**config.mk**
```make
export PLATFORM = sky130hd
export DESIGN_NAME = latch_bank
export DESIGN_NICKNAME = d
export VERILOG_FILES = /design/src/rtl/latch_bank.sv
export SDC_FILE = /design/constraint.sdc
export NUM_CORES = 1
export LEC_CHECK = 0
export ABC_AREA = 1
export BUFFER_PORTS_ARGS = -buffer_cell sky130_fd_sc_hd__buf_2
export CAP_MARGIN = 40
export CORE_MARGIN = 1
export CORE_UTILIZATION = 36
export DETAILED_ROUTE_END_ITERATION = 8
export HOLD_SLACK_MARGIN = 0.1
export PLACE_DENSITY = 0.61
export SYNTH_ARGS = -nofsm -noshare
export SYNTH_HDL_FRONTEND = slang
export SYNTH_SLANG_ARGS = --single-unit
```
**constraint.sdc**
```tcl
create_clock -name clk -period 1 [get_ports clk]
set_input_delay 0.15 -clock clk [delete_from_list [all_inputs] [get_ports clk]]
set_output_delay 0.15 -clock clk [all_outputs]
set_load 0.01 [all_outputs]
```
**src/rtl/latch_bank.sv**
```systemverilog
// Per-channel capture latch bank with unread (fresh), sticky overrun (ovr) and update-pulse flags.
// Outputs are registered one cycle after capture; the block has no backpressure and ack only retires fresh.
module latch_bank #(
  parameter int WIDTH = 8,
  parameter int CH    = 4,
  parameter int MODE  = 0
) (
  input  logic                clk,
  input  logic                rst_n,
  input  logic                clr,
  input  logic [CH*WIDTH-1:0] in,
  input  logic [CH-1:0]       ena,
  input  logic [CH-1:0]       ack,
  output logic [CH*WIDTH-1:0] out,
  output logic [CH-1:0]       fresh,
  output logic [CH-1:0]       ovr,
  output logic [CH-1:0]       upd
);

  if (WIDTH < 1 || WIDTH > 64) begin : g_bad_width
    $error("latch_bank: WIDTH must be in 1..64");
  end
  if (CH < 1 || CH > 32) begin : g_bad_ch
    $error("latch_bank: CH must be in 1..32");
  end
  if (MODE < 0 || MODE > 1) begin : g_bad_mode
    $error("latch_bank: MODE must be 0 or 1");
  end

  logic [CH*WIDTH-1:0] out_q, out_d;
  logic [CH-1:0]       fresh_q, fresh_d;
  logic [CH-1:0]       ovr_q, ovr_d;
  logic [CH-1:0]       upd_q, upd_d;
  logic [CH-1:0]       ena_q;
  logic [CH-1:0]       cap;

  // ena_q follows ena every cycle, even through clr, so edge detection is unaffected by clearing
  assign cap = (MODE == 1) ? (ena & ~ena_q) : ena;

  always_comb begin
    out_d   = out_q;
    fresh_d = fresh_q;
    ovr_d   = ovr_q;
    upd_d   = '0;
    if (clr) begin
      out_d   = '0;
      fresh_d = '0;
      ovr_d   = '0;
    end else begin
      for (int i = 0; i < CH; i++) begin
        if (cap[i]) out_d[i*WIDTH +: WIDTH] = in[i*WIDTH +: WIDTH];
      end
      // A same-cycle ack retires the old data, so it neither clears fresh nor counts as overrun
      fresh_d = cap | (fresh_q & ~ack);
      ovr_d   = ovr_q | (cap & fresh_q & ~ack);
      upd_d   = cap;
    end
  end

  always_ff @(posedge clk or negedge rst_n) begin
    if (!rst_n) begin
      out_q   <= '0;
      fresh_q <= '0;
      ovr_q   <= '0;
      upd_q   <= '0;
      ena_q   <= '0;
    end else begin
      out_q   <= out_d;
      fresh_q <= fresh_d;
      ovr_q   <= ovr_d;
      upd_q   <= upd_d;
      ena_q   <= ena;
    end
  end

  assign out   = out_q;
  assign fresh = fresh_q;
  assign ovr   = ovr_q;
  assign upd   = upd_q;

endmodule

```
==> flow_metrics.env <==
export IMPL_arrival_ps=830
export IMPL_rows=25
export IMPL_gp_congestion=0.661
export IMPL_vias_per_cell=4.34
export IMPL_cts_sinks=44
export IMPL_cts_root_buffer_cell="clkbuf_8"
export IMPL_top_layer_used="met4"
export IMPL_yosysWarnings=0
export IMPL_placed_cells=326
export IMPL_cts_tree="done"
export IMPL_crit_chain="buf_2"
export IMPL_regArea_mm2=0.00110
export IMPL_power_density_mw_per_mm2=1360
export IMPL_grt_pass1_vias=1548
export IMPL_setup_tns_ps=0
export IMPL_cts_max_level=2
export IMPL_clk_latency_ps=290
export IMPL_path_delay_family="flip-flops"
export IMPL_hold_class="in2reg"
export IMPL_ios=87
export IMPL_wl_met1_mm=1.79
export IMPL_skew_ps=3.13
export IMPL_wl_mm=4.04
export IMPL_antenna_found_initial=0
export IMPL_place_area_mm2=0.00221
export IMPL_numCtsBuffers=5
export IMPL_timing_fmax_mhz=1020
export IMPL_end_kind="primary output"
export IMPL_start_util=0.373
export IMPL_fin_crit_ps=978
export IMPL_cp_data_required_time_ps=850
export IMPL_outcome="completed"
export IMPL_wl_per_cell_um=10.9
export IMPL_slew_viol_final=0
export IMPL_n_antenna_cell=0
export IMPL_synth_avg_cell_area_um2=9.22
export IMPL_fillers=441
export IMPL_port_buffers=86
export IMPL_peakVddDrop_v=0.000633
export IMPL_fin_crit_sh=0.978
export IMPL_drc=0
export IMPL_p_total_mw=3.62
export IMPL_syn_to_final_growth_pct=52.0
export IMPL_multi_input_area_um2=546
export IMPL_rsz0062_at_grt="true"
export IMPL_cp_num_buf_inv=1
export IMPL_synthCells=190
export IMPL_hold_viol_final=0
export IMPL_grt_max_degree=45
export IMPL_worst_pin_slew_ps=400
export IMPL_core_area_mm2=0.00469
export IMPL_dp_hpwl_mm=2.53
export IMPL_synth_sequential_area_ratio=0.629
export IMPL_nets=358
export IMPL_finalSetupViolCount=0
export IMPL_final_cell_area_mm2=0.00266
export IMPL_dp_slack_ps=-47.6
export IMPL_synth_distinct_cells=7
export IMPL_syn_num_nets=233
export IMPL_routed_via_count=1605
export IMPL_synth_area_mm2=0.00175
export IMPL_clk_pin_slew_ps=80
export IMPL_dr_pass1_iters=4
export IMPL_cp_slowest_cell="dfrtp_1"
export IMPL_grt_pass1_wl_mm=6.60
export IMPL_critPathMaxStageDelay_ps=400
export IMPL_cts_path_max_buffers=2
export IMPL_grt_ovfl_total=0
export IMPL_layout_setup_ws_ps=21.9
export IMPL_drt_iter0_drc=94
export IMPL_die_y_um=71.8
export IMPL_r2r_setup_slack_ps=260
export IMPL_fp_dieArea_mm2=0.00515
export IMPL_fp_dieW_um=71.8
export IMPL_leakagePower_nw=1.58
export IMPL_ys_ff_latch=44
export IMPL_routed_wl_met2_mm=1.93
export IMPL_ant_nets=0
export IMPL_slew_headroom=0.733
export IMPL_path_max_fanout=2
export IMPL_drive_gt1_frac=0.335
export IMPL_maxCapViolations=0
export IMPL_grt_usage=0.167
export IMPL_crit_path_start_kind="register"
export IMPL_route_met3_wl_um=269
export IMPL_fin_cells=370
export IMPL_critPathKind="reg2out"
==> final cells by class <==
cell class / instances / share of cell area
flip-flops and latches: 44 / 0.414
inverters: 13 / 0.0183
repair buffers: 123 / 0.304
clock buffers: 8 / 0.0338
multi-input cells: 128 / 0.205
well taps: 54 / 0.0254
==> tightest hold or removal path, cell delays in order <==
cell	delay, ps
buf_2	80
nor2_1	50
nand2_1	50
nand2_1	40
==> path summary, 6_finish.rpt <==
check                         start        to  cells past startpoint
setup / recovery            out[12]   out[12]                      1
max in group asynchronous     rst_n   out[25]                      3
min in group asynchronous     rst_n    out[5]                      3
setup reg to reg           fresh[2]  fresh[2]                      4
hold reg to reg             out[22]   out[22]                      2
hold / removal               ack[3]    ovr[3]                      4
==> routing by layer <==
layer	track usage	up-vias
met3	0.0422	7
met2	0.278	57
met4	0.0654	0
met5	0	-
met1	0.209	733
li1	-	808
==> stage by stage <==
stage	utilization	hold WS [ps]
global placement	0.472	152
floorplan	-	-146
CTS	0.561	102
detailed placement	0.472	148
finish	0.567	105
global route	0.567	116
==> sequential cells by signal, indices dropped and copies added (netlist names) <==
signal	count
out	32
fresh	4
ovr	4
upd	4
==> power breakdown <==
| part | switching [mW] | total, mW | internal, mW |
|---|---|---|---|
| combinational | 0.288 | 0.569 | 0.281 |
| sequential | 0.0490 | 1.93 | 1.88 |
| clock | 0.562 | 1.13 | 0.564 |
| total | 0.899 | 3.62 | 2.72 |
==> cell usage after synthesis <==
master   instances  share of area
nand2_1        114           0.24
dfrtp_1         44           0.63
inv_1           13          0.028
nor2_4           8          0.051
buf_6            5          0.032
nor2_1           4         0.0086
nand2_2          2         0.0071
==> placed cells by master, fill, tap and decap left out, types with 2 or more instances in the layout <==
master | Yosys | final
clkbuf_1 | 0 | 2
nor2_4 | 8 | 8
nand2_2 | 2 | 2
nor2_1 | 4 | 4
inv_1 | 13 | 13
buf_4 | 0 | 3
dfrtp_1 | 44 | 44
dlygate4sd3_1 | 0 | 33
clkbuf_8 | 0 | 6
nand2_1 | 114 | 114
buf_2 | 0 | 85
==> logic make-up (layout without fill, tap and decap cells) <==
family	count (synthesis)	in the layout	synth area share
flip-flops	44	44	0.629
AND/OR/NAND/NOR	128	128	0.311
buffers and inverters	18	144	0.0600
==> what timing repair did <==
item	4_1_cts	5_1_grt
gates resized for setup	0	1
hold buffers	33	0
hold endpoints to repair	76	0
setup endpoints to repair	0	8
buffers inserted	0	3
No activity file was read; power rests on OpenSTA's default activity.
